### src/rtl/pattern_pulse_gen.sv
// Programmable serial pulse-pattern generator.
// Emits a latched pattern LSB first, each bit held div+1 clocks.
module pattern_pulse_gen #(
    parameter int PATTERN_W = 16,
    parameter int DIV_W     = 8,
    parameter int LEN_W     = $clog2(PATTERN_W + 1)
) (
    input  logic                 clock,
    input  logic                 reset_n,
    input  logic                 load,
    input  logic [PATTERN_W-1:0] pattern_in,
    input  logic [LEN_W-1:0]     length_in,
    input  logic [DIV_W-1:0]     div_in,
    input  logic                 repeat_in,
    input  logic                 start,
    input  logic                 stop,
    output logic                 signal,
    output logic                 busy,
    output logic                 done,
    output logic [LEN_W-1:0]     bit_index
);

    typedef enum logic {
        IDLE = 1'b0,
        RUN  = 1'b1
    } state_t;

    localparam logic [LEN_W-1:0] FULL_LEN = LEN_W'(PATTERN_W);

    state_t               state_q, state_d;
    logic [PATTERN_W-1:0] pattern_q, pattern_d;
    logic [LEN_W-1:0]     length_q, length_d;
    logic [DIV_W-1:0]     div_q, div_d;
    logic                 repeat_q, repeat_d;
    logic [DIV_W-1:0]     cnt_q, cnt_d;
    logic [LEN_W-1:0]     idx_q, idx_d;
    logic                 signal_q, signal_d;
    logic                 done_q, done_d;

    logic                 cfg_we;
    logic                 go;
    logic [LEN_W-1:0]     eff_len;
    logic [LEN_W-1:0]     nxt_idx;
    logic [PATTERN_W-1:0] nxt_shift;
    logic                 expire;
    logic                 last;

    always_comb begin
        cfg_we  = (state_q == IDLE) && load;
        go      = (state_q == IDLE) && start && !stop;
        eff_len = length_q;
        if ((length_q == '0) || (length_q >= FULL_LEN)) begin
            eff_len = FULL_LEN;
        end
        expire    = (cnt_q == '0);
        last      = (idx_q == (eff_len - 1'b1));
        nxt_idx   = idx_q + 1'b1;
        nxt_shift = pattern_q >> nxt_idx;
    end

    // State register
    always_ff @(posedge clock or negedge reset_n) begin
        if (!reset_n) begin
            state_q <= IDLE;
        end else begin
            state_q <= state_d;
        end
    end

    // Next-state logic
    always_comb begin
        state_d = state_q;
        case (state_q)
            IDLE: begin
                if (go) begin
                    state_d = RUN;
                end
            end
            RUN: begin
                if (stop) begin
                    state_d = IDLE;
                end else if (expire && last && !repeat_q) begin
                    state_d = IDLE;
                end
            end
            default: state_d = IDLE;
        endcase
    end

    // Output logic
    always_comb begin
        busy      = (state_q == RUN);
        signal    = signal_q;
        done      = done_q;
        bit_index = idx_q;
    end

    // Config, counter and bit datapath
    always_comb begin
        pattern_d = cfg_we ? pattern_in : pattern_q;
        length_d  = cfg_we ? length_in  : length_q;
        div_d     = cfg_we ? div_in     : div_q;
        repeat_d  = cfg_we ? repeat_in  : repeat_q;
        cnt_d     = cnt_q;
        idx_d     = idx_q;
        signal_d  = signal_q;
        done_d    = 1'b0;
        case (state_q)
            IDLE: begin
                cnt_d    = '0;
                idx_d    = '0;
                signal_d = 1'b0;
                // A same-cycle load feeds straight into this run
                if (go) begin
                    cnt_d    = div_d;
                    signal_d = pattern_d[0];
                end
            end
            RUN: begin
                if (stop) begin
                    cnt_d    = '0;
                    idx_d    = '0;
                    signal_d = 1'b0;
                end else if (!expire) begin
                    cnt_d = cnt_q - 1'b1;
                end else if (!last) begin
                    cnt_d    = div_q;
                    idx_d    = nxt_idx;
                    signal_d = nxt_shift[0];
                end else if (repeat_q) begin
                    cnt_d    = div_q;
                    idx_d    = '0;
                    signal_d = pattern_q[0];
                end else begin
                    cnt_d    = '0;
                    idx_d    = '0;
                    signal_d = 1'b0;
                    done_d   = 1'b1;
                end
            end
            default: begin
                cnt_d    = '0;
                idx_d    = '0;
                signal_d = 1'b0;
            end
        endcase
    end

    always_ff @(posedge clock or negedge reset_n) begin
        if (!reset_n) begin
            pattern_q <= '0;
            length_q  <= '0;
            div_q     <= '0;
            repeat_q  <= 1'b0;
            cnt_q     <= '0;
            idx_q     <= '0;
            signal_q  <= 1'b0;
            done_q    <= 1'b0;
        end else begin
            pattern_q <= pattern_d;
            length_q  <= length_d;
            div_q     <= div_d;
            repeat_q  <= repeat_d;
            cnt_q     <= cnt_d;
            idx_q     <= idx_d;
            signal_q  <= signal_d;
            done_q    <= done_d;
        end
    end

endmodule

### config.mk
export PLATFORM = sky130hd
export DESIGN_NAME = pattern_pulse_gen
export DESIGN_NICKNAME = d
export VERILOG_FILES = /design/src/rtl/pattern_pulse_gen.sv
export SDC_FILE = /design/constraint.sdc
export NUM_CORES = 1
export LEC_CHECK = 0
export CAP_MARGIN = 40
export CORE_MARGIN = 4
export CORE_UTILIZATION = 50
export CTS_CLUSTER_DIAMETER = 200
export DETAILED_ROUTE_END_ITERATION = 7
export HOLD_SLACK_MARGIN = 0.02
export PLACE_DENSITY = 0.76
export SYNTH_ARGS = -nofsm -noshare
export SYNTH_HDL_FRONTEND = slang
export SYNTH_SLANG_ARGS = --single-unit
### constraint.sdc
create_clock -name clock -period 2.55 [get_ports clock]
set_clock_uncertainty 0.15 [all_clocks]
set_input_delay 0.3825 -clock clock [delete_from_list [all_inputs] [get_ports clock]]
set_output_delay 0.3825 -clock clock [all_outputs]
set_load 0.1 [all_outputs]
==> qor.csv <==
metric;value;unit
outcome;completed;
Crit Path Max Fanout;8;
top_reg_cell synth;dfrtp_1;
Seq/Total Area, Yosys;44.7;%
Worst Setup Path Type;reg -> reg;
Post-Syn Instances;238;
Crit. End Element;flop;
CTS root buf;clkbuf_8;
Max-Cap Viols;0;
post-route setup slack;0.239;ns
Routed Antenna Nets;0;
Via density;5.43;
post-DR wirelength/cell;14.9;um
Congestion Overflow GR;0;
crit-path max cell delay;0.45;ns
YS warnings;0;
Num CTS Buffers;5;
# diodes;0;
Slew headroom;65.4;%
Setup Buffers After CTS;0;
clk slew on worst S/H paths;0.09;ns
boundary pin count;43;
largest net degree at the start of global routing;28;
deepest clock path buffer count;2;
pwr/cell area;657;nW/um^2
Pwr Total;2.10;mW
Mapped Avg Cell Area;10.8;um^2
row cnt;25;
# H-tree levels;2;
WL final;5300;um
Slew Limit Fails;0;
TNS Setup;0;ns
Synth Register Bits;46;
first-pass GRT wire length;9130;um
min cycle time layout;2.31;ns
die area;6360;um^2
post-synthesis simple-gate area fraction;14.5;%
initial antenna violation count;0;
Tcrit/Tclk final;90.6;%
Final nets;327;
DRC;0;
layout cells sized above 1;25.6;%
fraction of synthesized area in multiplexers;19.9;%
top post-synthesis cells by area;dfrtp_1 (45%), mux2_2 (13%), mux2i_1 (5.1%);
hold_ws;0.361;ns
fmax;433;MHz
Post-Synth Adder-Cell Area;1.94;%
synth-to-layout area growth;24.1;%
Clk Latency, worst-skew pair;0.30;ns
CP max-delay cell;dfrtp_1;
RSZ-0062 raised after global routing;false;
HPWL after DPL;4060;um
Setup WS pre-CTS;0.252;ns
Synth Area in XOR/XNOR;3.06;%
die height;79.7;um
vias in the first global route;1920;
initial core utilization;53.1;%
worst endpoint data arrival time;2.39;ns
Synth cell types;48;
# clock sinks;46;
Post-synth EDFFs;0;
CORE AREA;4850;um^2
cell area after synthesis;2570;um^2
Compound-Gate Fraction of Synth Area;12.6;%
routability congestion estimate;0.844;
Startpoint Class;flop;
CTS tree;yes;
Worst IR Drop VDD;0.000460;V
async set-or-reset flop fraction in the synthesized netlist;100;%
DRT Pass-1 Iters;4;
worst path cell trace;nand2_1, ha_1, nor4b_1, a21oi_1, a211oi_4, nor3_1, buf_4, o21ai_0;
GRT Total Usage;18.5;%
Final Hold Viols;0;
Slew @ Worst Pin;0.520;ns
IO buf count;42;
initial drt markers;158;
largest family of logic cells by synthesized area;multiplexers;
# resized after CTS;0;
Mapped Nets;277;
Worst Path Required;2.63;ns
Filler cells;394;
# setup viols final;0;
vias post-DR;1933;
Leak Pwr;1.32;nW
die width;79.7;um
Yosys top cell area share;44.7;%
area leader, netlist;dfrtp_1;
hold crit path type;reg -> reg;
[final timing paths]
kind                                from             to  slack (ns)  depth (start not counted)
max                          length_q[0]       cnt_q[2]        0.24                          8
min                        pattern_q[12]  pattern_q[12]        0.36                          1
max reg2reg                  length_q[0]       cnt_q[2]        0.24                          8
min reg2reg                pattern_q[12]  pattern_q[12]        0.36                          1
max in group asynchronous        reset_n  pattern_q[15]        1.22                          3
min in group asynchronous        reset_n       cnt_q[3]        0.43                          2
[cell usage in the layout (no fill, tap or decap), types with 5 or more instances in the layout]
cell,count
mux2i_1,13
clkdlybuf4s50_1,33
buf_4,21
nor2_1,12
dfrtp_1,43
inv_1,5
o21ai_0,13
mux2_2,30
a21oi_1,14
nand2_1,20
clkbuf_8,5
xnor2_1,6
[cells by family (layout without fill, tap and decap cells)]
logic type                 Yosys count  in the layout
xor gates and xnor gates             9              9
buffers and inverters               18             69
and+or+nand+nor                     66             66
muxes                               45             45
DFF                                 46             46
AOI/OAI and AO/OA                   50             50
adders and majority gates            4              4
[layout make-up]
| cell class | count | area [um^2] | share of cell area [%] |
|---|---|---|---|
| clock buffers | 5 | 68.8 | 2.16 |
| flip-flops and latches | 46 | 1150 | 36.2 |
| clock inverters | 3 | 21.3 | 0.666 |
| repair buffers | 56 | 503 | 15.8 |
| well taps | 67 | 83.8 | 2.63 |
| multi-input cells | 174 | 1340 | 42.0 |
| inverters | 5 | 18.8 | 0.588 |
[metrics by stage]
stage	cell area, um^2	utilization (%)	cells
6_report	3190	65.9	356
5_1_grt	3190	65.9	356
4_1_cts	3190	65.9	356
3_5_place_dp	3090	63.8	347
3_3_place_gp	3090	63.8	347
2_1_floorplan	2580	-	238
[worst max-delay path: cells and delay by family (launching register included)]
kind                     cells  cell delay, ns
flip-flops                   1            0.45
buffers and inverters        1            0.17
adder cells (fa/ha/maj)      1            0.19
AND/OR/NAND/NOR              3            0.52
AO/OA/AOI/OAI                3            0.76
[flip-flops by register name, summed over array words and instances, names as in the netlist]
name and cells:
pattern_q 16, cnt_q 8, div_q 8, bit_index 5, length_q 5, busy 1, done 1, repeat_q 1
signal 1
[per-layer routing]
layer  track usage, %  vias up  part of all wire (%)
li1                 -      958                     -
met1             26.2      940                    48
met2             28.0       29                    46
met3             4.18        6                   3.8
met4             6.08        0                   1.4
met5                0        -                     0
[cell usage after synthesis (2+ instances only)]
cell type,instances
a21oi_1,14
and2_1,3
and3_1,3
buf_2,6
clkbuf_1,5
dfrtp_1,46
ha_1,4
inv_1,5
mux2_2,30
mux2i_1,13
mux4_2,2
nand2_1,20
nand3_1,4
nor2_1,12
nor2b_1,4
nor3_1,2
nor4_2,2
nor4b_1,2
o211ai_1,3
o21a_1,2
o21ai_0,13
o21bai_1,2
o221ai_1,2
o22ai_1,4
o31ai_1,2
or2_2,2
or3_1,3
xnor2_1,6
xor2_1,3
[report_power, final]
part | internal, mW | leakage, nW | switching, mW | total, mW
clock network | 0.193 | 0.0441 | 0.253 | 0.446
registers | 0.848 | 0.562 | 0.0955 | 0.943
logic | 0.337 | 0.716 | 0.372 | 0.710
total | 1.38 | 1.32 | 0.721 | 2.10
[what timing repair did]
| item | 4_1_cts | 5_1_grt |
|---|---|---|
| endpoints found under the setup margin | 0 | 0 |
| hold endpoints to repair | 21 | 0 |
| hold buffers | 1 | 0 |
(Power assumes the default switching activity.)
==> patch: new RTL, config.mk and constraints unchanged <==
Set the parameter `DIV_W` to 7 (it was 8).
--- a/src/rtl/pattern_pulse_gen.sv
+++ b/src/rtl/pattern_pulse_gen.sv
@@ -3,5 +3,5 @@
 module pattern_pulse_gen #(
     parameter int PATTERN_W = 16,
-    parameter int DIV_W     = 8,
+    parameter int DIV_W     = 7,
     parameter int LEN_W     = $clog2(PATTERN_W + 1)
 ) (
Ports: changed (resized div_in); port bits go from 43 to 42. No check against the original RTL was run, so the function may have changed too.
==> patch against the unedited design <==
- routed wire length shrank 6.4%
- non-clock buffer count decreased by 1
- critical endpoint is now cnt_q[0]$_DFF_PN0_
- area after synthesis fell by 11%
- sequential cell count fell by 2
- worst setup slack got worse by 0.15 ns
- total power is 11% higher
- final area shrank 6.9%
- hold slack got worse by 0.021 ns
==> patch: results (changes against the unedited design) <==
synth_seq_area_share_pct: 48.3  # +3.6 points
drtIter0Drc: 147  # -7.0%
gp_congestion: 0.865  # +2.5%
arrival_ns: 2.49  # +0.10 ns
first_global_vias: 1656  # -14%
dp_slack_ns: -0.0122  # -0.264 ns
top_regs: "pattern_q (16), cnt_q (7), div_q (7)"
vias_per_cell: 5.56  # +2.4%
synth_area_leaders: "dfrtp_1 (48%), mux2_2 (14%), mux4_2 (4.0%)"
cpPeakStageDelay_ns: 0.41  # -0.04 ns
fill_cells: 344  # -13%
syn-num-nets: 231  # -17%
dp_hpwl_um: 3560  # -12%
reg2regPathDepth: 10  # +2
leakagePower_nw: 1.28  # -2.8%
fin_nets: 284  # -13%
grt_pass1_wl_um: 7790  # -15%
synth_common_cells: "dfrtp_1 (44), mux2_2 (29), nand2_1 (15)"
cp_max_fo: 5  # -3
status: "finished, final reports clean"
grt_max_degree: 24  # -14%
relSlewSlack_pct: 65.5  # +0.13 points
ir_drop_uv: 391  # -15%
p_int_mw: 1.66  # +20%
grt.total_usage_pct: 18.5  # +0.075 points
ys_types: 46  # -4.2%
io_buffers: 41  # -2.4%
cpMaxStageDelayCell: "or3_4"
wl_per_cell_um: 16.5  # +11%
==> patch: cell count changes in the layout (fill, tap and decap cells not counted), sizes merged, moves of 5 or more <==
cell   delta
a21oi     -8
mux2i    -11
nand2     -5
nor2      -5
nor3      +7
o21ai     -9
==> patch: power groups by stage <==
stage | Combinational [mW] | Clock (mW) | Sequential (mW)
6_report | 0.708 | 0.732 | 0.893
5_1_grt | 0.773 | 0.768 | 0.907
4_1_cts | 0.681 | 0.742 | 0.892
3_5_place_dp | 0.669 | 0 | 0.902
3_3_place_gp | 0.652 | 0 | 0.899
2_1_floorplan | 0.423 | 0 | 0.932
==> patch: layout make-up <==
class	count	area (µm²)	share of cell area [%]
multi-input cells	137	1140	38.2
clock buffers	5	68.8	2.31
inverters	4	15.0	0.505
repair buffers	55	493	16.6
well taps	52	65.1	2.19
flip-flops and latches	44	1100	37.2
clock inverters	3	90.1	3.03
==> patch: routing by layer <==
metal	global-route usage (%)	share of wire, %	vias to the layer above
met5	0	0	-
met4	5.63	1.3	0
met3	4.49	3.8	5
met2	30.9	50	30
met1	24.0	44	829
li1	-	-	804
==> patch: what timing repair did <==
action / 4_1_cts / 5_1_grt
gates resized for setup: 3 / 5
buffers inserted: 0 / 2
hold endpoints to repair: 22 / 0
pin swaps: 1 / 4
hold buffers: 1 / 0
cloned: 0 / 0
endpoints found under the setup margin: 2 / 3
==> patch: final timing paths <==
kind                                             to               startpoint  slack, ns
setup / recovery                 cnt_q[0]$_DFF_PN0_  length_q[4]$_DFFE_PN0P_       0.09
hold / removal                   cnt_q[3]$_DFF_PN0_       div_q[3]$_DFF_PN0_       0.34
setup reg to reg                 cnt_q[0]$_DFF_PN0_  length_q[4]$_DFFE_PN0P_       0.09
hold reg to reg                  cnt_q[3]$_DFF_PN0_       div_q[3]$_DFF_PN0_       0.34
max in group asynchronous        cnt_q[0]$_DFF_PN0_                  reset_n       1.13
min in group asynchronous  pattern_q[4]$_DFFE_PN0P_                  reset_n       0.43
==> patch: kinds of logic after synthesis <==
| family | synth area share [%] |
|---|---|
| and+or+nand+nor | 14.2 |
| DFF | 48.3 |
| muxes | 19.2 |
| AOI/OAI and AO/OA | 8.90 |
| buffers and inverters | 3.51 |
| xor gates and xnor gates | 4.23 |
| adders and majority gates | 1.65 |
==> patch: stage by stage <==
step	setup TNS [ns]	power (mW)	area, µm²	cells	utilization [%]
after floorplan	0	1.36	2280	194	-
after global placement	0	1.55	2750	289	62.8
after detailed placement	-0.0218	1.57	2750	289	62.8
after CTS	0	2.31	2930	298	66.9
after global routing	-0.0464	2.45	2970	300	67.8
final	0	2.33	2970	300	67.8
